==> src/rtl/alu_pkg.sv <==
// Shared ALU ctrl codes, issue-controller state encoding and op classification helpers.
package alu_pkg;

    localparam logic [3:0] OP_ADD = 4'b0000;
    localparam logic [3:0] OP_SUB = 4'b0001;
    localparam logic [3:0] OP_MUL = 4'b0010;
    localparam logic [3:0] OP_DIV = 4'b0011;
    localparam logic [3:0] OP_SHR = 4'b0100;
    localparam logic [3:0] OP_SHL = 4'b0101;
    localparam logic [3:0] OP_ROR = 4'b0110;
    localparam logic [3:0] OP_ROL = 4'b0111;
    localparam logic [3:0] OP_AND = 4'b1000;
    localparam logic [3:0] OP_OR  = 4'b1001;
    localparam logic [3:0] OP_NEG = 4'b1010;
    localparam logic [3:0] OP_NOT = 4'b1011;

    typedef enum logic [2:0] {
        ST_IDLE     = 3'd0,
        ST_EXEC     = 3'd1,
        ST_MD_START = 3'd2,
        ST_MD_WAIT  = 3'd3,
        ST_RESP     = 3'd4
    } state_t;

    function automatic logic is_md(input logic [3:0] op);
        return (op == OP_MUL) || (op == OP_DIV);
    endfunction

    // Codes 1100-1111 are unassigned and answered with an error response.
    function automatic logic is_illegal(input logic [3:0] op);
        return op[3:2] == 2'b11;
    endfunction

endpackage

==> src/rtl/md_timeout_counter.sv <==
// Clearable up-counter for the multiply/divide wait; tc is high on the cycle whose
// increment brings the count to MD_TIMEOUT-1, i.e. the last cycle worth waiting.
module md_timeout_counter #(
    parameter int MD_TIMEOUT = 64
) (
    input  logic clk,
    input  logic clr,
    input  logic restart,
    input  logic inc,
    output logic tc
);
    localparam int W = (MD_TIMEOUT > 2) ? $clog2(MD_TIMEOUT) : 1;
    localparam logic [W-1:0] TC_VAL = W'(MD_TIMEOUT - 2);

    logic [W-1:0] cnt;

    always_ff @(posedge clk or posedge clr) begin
        if (clr) begin
            cnt <= '0;
        end else if (restart) begin
            cnt <= '0;
        end else if (inc) begin
            cnt <= cnt + 1'b1;
        end
    end

    assign tc = (cnt == TC_VAL);

endmodule

==> src/rtl/alu_issue_controller.sv <==
// Issues one ALU / multiply-divide op at a time; simple ops respond two edges after accept.
// req_ready only in IDLE; the response is held on rsp_* until rsp_ready handshakes it.
module alu_issue_controller
    import alu_pkg::*;
#(
    parameter int MD_TIMEOUT = 64,
    parameter int CNT_W      = 16
) (
    input  logic             clk,
    input  logic             clr,
    input  logic             req_valid,
    output logic             req_ready,
    input  logic [3:0]       req_op,
    input  logic [31:0]      req_a,
    input  logic [31:0]      req_b,
    output logic [3:0]       alu_ctrl,
    output logic [31:0]      alu_a,
    output logic [31:0]      alu_b,
    input  logic [31:0]      alu_zhi,
    input  logic [31:0]      alu_zlo,
    output logic             md_start,
    input  logic             md_done,
    output logic             rsp_valid,
    input  logic             rsp_ready,
    output logic [31:0]      rsp_hi,
    output logic [31:0]      rsp_lo,
    output logic             rsp_err,
    output logic [CNT_W-1:0] op_count
);
    state_t           state, state_nxt;
    logic [3:0]       op_q;
    logic [31:0]      a_q, b_q, hi_q, lo_q;
    logic             err_q;
    logic [CNT_W-1:0] cnt_q;
    logic             accept, rsp_fire, md_tc;

    assign accept   = req_valid & req_ready;
    assign rsp_fire = (state == ST_RESP) & rsp_ready;

    md_timeout_counter #(.MD_TIMEOUT(MD_TIMEOUT)) u_md_timeout (
        .clk     (clk),
        .clr     (clr),
        .restart (state == ST_MD_START),
        .inc     ((state == ST_MD_WAIT) && !md_done),
        .tc      (md_tc)
    );

    always_ff @(posedge clk or posedge clr) begin
        if (clr) state <= ST_IDLE;
        else     state <= state_nxt;
    end

    always_comb begin
        state_nxt = state;
        case (state)
            ST_IDLE: begin
                if (accept) begin
                    if (is_illegal(req_op)) state_nxt = ST_RESP;
                    else if (is_md(req_op)) state_nxt = ST_MD_START;
                    else                    state_nxt = ST_EXEC;
                end
            end
            ST_EXEC:     state_nxt = ST_RESP;
            ST_MD_START: state_nxt = ST_MD_WAIT;
            ST_MD_WAIT:  if (md_done || md_tc) state_nxt = ST_RESP;
            ST_RESP:     if (rsp_ready) state_nxt = ST_IDLE;
            default:     state_nxt = ST_IDLE;
        endcase
    end

    always_comb begin
        req_ready = 1'b0;
        md_start  = 1'b0;
        rsp_valid = 1'b0;
        case (state)
            ST_IDLE:     req_ready = 1'b1;
            ST_MD_START: md_start  = 1'b1;
            ST_RESP:     rsp_valid = 1'b1;
            default:     ;
        endcase
    end

    // Operands stay latched until the next accept so the combinational ALU and
    // the md unit both see a stable bus for the whole operation.
    always_ff @(posedge clk or posedge clr) begin
        if (clr) begin
            op_q  <= '0;
            a_q   <= '0;
            b_q   <= '0;
            hi_q  <= '0;
            lo_q  <= '0;
            err_q <= 1'b0;
            cnt_q <= '0;
        end else begin
            if (accept) begin
                op_q <= req_op;
                a_q  <= req_a;
                b_q  <= req_b;
                if (is_illegal(req_op)) begin
                    hi_q  <= '0;
                    lo_q  <= '0;
                    err_q <= 1'b1;
                end
            end
            if (state == ST_EXEC || (state == ST_MD_WAIT && md_done)) begin
                hi_q  <= alu_zhi;
                lo_q  <= alu_zlo;
                err_q <= 1'b0;
            end else if (state == ST_MD_WAIT && md_tc) begin
                hi_q  <= '0;
                lo_q  <= '0;
                err_q <= 1'b1;
            end
            if (rsp_fire) cnt_q <= cnt_q + 1'b1;
        end
    end

    assign alu_ctrl = op_q;
    assign alu_a    = a_q;
    assign alu_b    = b_q;
    assign rsp_hi   = hi_q;
    assign rsp_lo   = lo_q;
    assign rsp_err  = err_q;
    assign op_count = cnt_q;

endmodule
==> config.mk <==
export PLATFORM = sky130hd
export DESIGN_NAME = alu_issue_controller
export DESIGN_NICKNAME = d
export VERILOG_FILES = /design/src/rtl/alu_pkg.sv /design/src/rtl/md_timeout_counter.sv /design/src/rtl/alu_issue_controller.sv
export SDC_FILE = /design/constraint.sdc
export NUM_CORES = 1
export LEC_CHECK = 0
export ABC_AREA = 1
export CORE_UTILIZATION = 30
export DETAILED_ROUTE_END_ITERATION = 16
export GPL_ROUTABILITY_DRIVEN = 0
export SKIP_LAST_GASP = 1
export SLEW_MARGIN = 15
export SYNTH_ARGS = -nofsm -noshare
export SYNTH_HDL_FRONTEND = slang
export SYNTH_SLANG_ARGS = --single-unit
==> constraint.sdc <==
create_clock -name clk -period 6 [get_ports clk]
set_input_delay 1.8 -clock clk [delete_from_list [all_inputs] [get_ports clk]]
set_output_delay 1.8 -clock clk [all_outputs]
set_load 0.02 [all_outputs]
Yosys cells after proc, flatten, opt, wreduce, memory -nomap -nowiden
Cells that the tools add are included.
Word-level totals
  output and inout bits: 152
  word-level logic and storage cells: 57
  flip-flop bits (word level): 158
  input port bits: 137
Cells by class
  reductions and logical operators: 13
  equal/unequal tests: 11
  mux-type cells: 20
  $add $sub $neg: 2
  bitwise operators: 2
Operators by type and width (number)
  2-to-1 mux 32 bit: 5
  adder 16 x 1 -> 16 bit (second input constant): 1
  case mux 3 bit (5 select lines): 1
  2-to-1 mux 3 bit: 4
  2-to-1 mux 6 bit: 2
  == test 4 x 2 -> 1 bit (second input constant): 2
  2-to-1 mux 1 bit: 7
  adder 6 x 1 -> 6 bit (second input constant): 1
  == test 3 x 2 -> 1 bit (second input constant): 2
  == test 6 bit (second input constant): 1
  != test 2 bit (second input constant): 3
  nonzero test 3 bit: 2
  == test 3 x 1 -> 1 bit (second input constant): 1
  == test 3 bit (second input constant): 1
  logical AND 1 bit: 3
  zero test 3 bit: 1
  logical OR 1 bit: 3
  AND reduction 3 bit: 1
  AND 1 bit: 2
  == test 2 bit (second input constant): 1
  2-to-1 mux 2 bit: 1
  AND reduction 2 bit: 1
  nonzero test 2 bit: 1
  zero test 1 bit: 1

Longest topological paths before layout
  depth after elaboration: 6
  gate-level depth with buffers: 11
  mapped depth without buffers: 9

By module
A second synthesis with hierarchy kept.
Second synthesis, totals
  cells, all modules: 750
  area total of the unflattened synthesis: 6409.9 um2
Modules (own cells, without submodules)
  alu_issue_controller: area each 6060.8 um2, cells each 707, instances 1, seq. area each 3803.6 um2
  md_timeout_counter: area each 349.1 um2, cells each 43, instances 1, seq. area each 150.1 um2

Worst setup path after synthesis
No wires, ideal clock.
  kind: reg-to-output
  from: register state[0]
  to: output req_ready
  path slack: 3.073 ns
  data required time: 4.200 ns
  data arrival time: 1.127 ns
  path buffers: 1
  cell stages (with the launch flop): 5
  cell sequence: dfrtp_1 nor2_2 nand2_1 inv_2 clkbuf_1
Between the ends
  longest elaborated chain between the ends: 2
RTL lines
  start, declared: line alu_issue_controller.sv:30  | state_t state, state_nxt;
  start signal, assigned: line alu_issue_controller.sv:50  | else state <= state_nxt;
  zero test 3 bit: line alu_issue_controller.sv:75  | case (state)
  2-to-1 mux 1 bit: line alu_issue_controller.sv:75
  end, declared: line alu_issue_controller.sv:12  | output logic req_ready,
Every way passes these cells.

Worst setup path in the final report
  from: register state[2]
  to: output md_start
Between the ends
  longest elaborated chain between the ends: 2
RTL lines
  == test 3 x 2 -> 1 bit: line alu_issue_controller.sv:75
  2-to-1 mux 1 bit: line alu_issue_controller.sv:75
  end, declared: line alu_issue_controller.sv:21  | output logic md_start,
Every way passes these cells.

==> impl_metrics.tcl <==
set metrics [dict create \
    wl_mm 19.00 \
    synth_area_um2 6480 \
    grt.overflow.total 0 \
    fin_setup_tns_ns 0 \
    p_leak_nw 4.936 \
    cts_hold_buf 0 \
    core_um2 21090 \
    end_kind "primary output" \
    start_util 0.3073 \
    cts_resized 0 \
    final.setup.worst_slack_ns 2.199 \
    grt_max_degree 71 \
    root_buffer "clkbuf_16" \
    cts_tree "built" \
    reg2reg_from "u_md_timeout.cnt[0]$_DFFE_PP0P_" \
    outcome "complete, no violations" \
    cts.sinks 158 \
    r2r_end "rsp_hi[11]$_DFFE_PP0P_" \
    critPathMaxFanout 6 \
    synth_nets 889 \
    relSlewSlack 0.3065 \
    postLayoutCellArea_um2 10150 \
    rsz0062_at_grt "no" \
    crit_required_ns 4.20 \
    worstPathArrival_ns 2.00 \
    layout_min_cycle_time_ns 3.801 \
    maxCapViolCount 0 \
    worst_ir_drop_vdd_mv 0.2307 \
    max_freq_mhz 263.1 \
    dp_slack_ns 1.904 \
    final-hold-violation-count 0 \
    worstSkewPairLatency_ns 0.42 \
    hp-class "reg2reg" \
    die-area_um2 22190 \
    cts_buffers 17 \
    worstHoldStart "rsp_hi[5]$_DFFE_PP0P_" \
    drive_above_1_share 0.04803 \
    synth.avg_cell_area_um2 8.651 \
    power.density_nw_per_um2 516.9 \
    post_drt_wl_per_cell_um 14.44 \
    reg2regPathDepth 10 \
    fillers 2033 \
    grt_first_pass_wirelength_mm 30.27 \
    ios 289 \
    clk_pin_slew_ns 0.07 \
    area_delta_synth_final_pct 56.65 \
    portBuffers 288 \
    gr-usage-all-layers 0.1748 \
    critical_path_class "reg2out" \
    fp.dieH_um 149.0 \
    min_to "rsp_hi[5]$_DFFE_PP0P_" \
    vias 5787 \
    rows 53 \
    setup_viol 0 \
    whs_path_depth 2 \
    drt_iter0_markers 222 \
    layout_common_cells "nand2_1 (379), clkdlybuf4s50_1 (287), dfrtp_1 (158)" \
    skew_ns 0.01022 \
    synth_seq_cells 158 \
    htreeDepth 4 \
    ys.warnings.count 0 \
    clk_path_buf_depth 2 \
    antenna_cells 0 \
    critPathLaunchType "flop" \
    grt_pass1_vias 5729 \
    post-route-period-util 0.6336 \
    vias_per_cell 4.397 \
    mostFrequentLayoutCell "nand2_1" \
    post_dp_cell_area_um2 9563 \
    dp_hpwl_mm 13.28 \
    r2r_slack_ns 3.61 \
    ant_nets 0 \
    max_slew.worst_pin.slew_ns 1.038 \
    synthCells 749 \
    post-route-drc-count 0 \
    die-width_um 149.0 \
    grt_antenna_before_repair 0 \
    finalMaxSlewViolations 0 \
    power_mw 5.247 \
    ys_types 22 \
    seq_area_frac_synth 0.6102 \
    fin_nets 1168 \
    first_pass_iters 4 \
    post_cts_buffers 0 \
]
==> power breakdown <==
group          total (mW)  switching [mW]  internal [mW]
logic                2.41            1.37           1.04
clock network        1.08           0.461          0.621
registers            1.75           0.253           1.50
total                5.25            2.08           3.16
==> cell type report <==
class                      instances  area, um^2  share of cell area
inverter                          32       123.9             0.01220
multi-input combinational        523        2203              0.2171
timing repair buffer             296        2938              0.2894
clock buffer                      18       429.2             0.04228
sequential                       158        3954              0.3895
tap                              275       344.1             0.03390
clock inverter                    14       158.9             0.01565
==> Yosys cell counts <==
cell type | n | area (um^2)
nand2_1 | 380 | 1426
dfrtp_1 | 158 | 3954
nand3_1 | 78 | 390.4
inv_1 | 28 | 105.1
nor2_1 | 23 | 86.33
buf_2 | 15 | 75.07
clkbuf_1 | 10 | 37.54
o21ai_0 | 8 | 40.04
buf_6 | 7 | 78.83
xor2_1 | 7 | 61.31
a21oi_1 | 5 | 25.02
nor3_1 | 5 | 25.02
inv_2 | 4 | 15.01
nand4_1 | 4 | 25.02
xnor2_1 | 4 | 35.03
buf_1 | 3 | 11.26
ha_1 | 3 | 37.54
nor2_2 | 3 | 18.77
buf_4 | 1 | 7.510
nand3_2 | 1 | 10.01
nand3b_1 | 1 | 7.510
o21bai_1 | 1 | 7.510
==> worst max-delay path: stages, from the launching register on <==
cell             delay (ns)
dfrtp_1                0.45
nor3_1                 0.40
clkdlybuf4s50_1        0.74
==> registers in the layout, summed over array words and instances (netlist names), 3 cells and up <==
register          flops
state                 3
rsp_hi               32
u_md_timeout.cnt      6
op_count             16
alu_a                32
alu_b                32
alu_ctrl              4
rsp_lo               32
==> worst max path at each step <==
| stage | to | slack (ns) | cells after the start | startpoint |
|---|---|---|---|---|
| after global routing | md_start | 2.04 | 2 | state[2]$_DFFE_PP0P_ |
| final | md_start | 2.20 | 2 | state[2]$_DFFE_PP0P_ |
| after global placement | rsp_hi[22]$_DFFE_PP0P_ | 1.98 | 9 | req_op[2] |
| after CTS | md_start | 2.15 | 2 | state[2]$_DFFE_PP0P_ |
| after detailed placement | rsp_hi[12]$_DFFE_PP0P_ | 1.90 | 9 | req_op[2] |
| after floorplan | alu_a[0]$_DFFE_PP0P_ | 2.20 | 1 | clr |
==> routing by layer <==
metal	wire length, um	up-vias	share of wire	GRT usage
li1	-	2872	-	-
met1	8051	2696	0.42	0.2183
met2	8998	180	0.47	0.2786
met3	1325	39	0.070	0.05046
met4	629	0	0.033	0.08061
met5	0	-	0	0
==> kinds of logic after synthesis <==
logic type | Yosys count | share of synthesized area
flops | 158 | 0.6102
simple gates | 495 | 0.3070
fa+ha+maj | 3 | 0.005793
buf+inv | 68 | 0.05098
compound gates | 14 | 0.01120
xor+xnor | 11 | 0.01487
==> stage by stage <==
stage	hold slack, ns	utilization	cells
global route	0.4828	0.4814	1316
global placement	0.4521	0.4535	1284
finish	0.4681	0.4814	1316
floorplan	0.5161	-	749
detailed placement	0.4575	0.4535	1284
CTS	0.4737	0.4814	1316
Note: power is estimated with default switching activity, not from simulation.
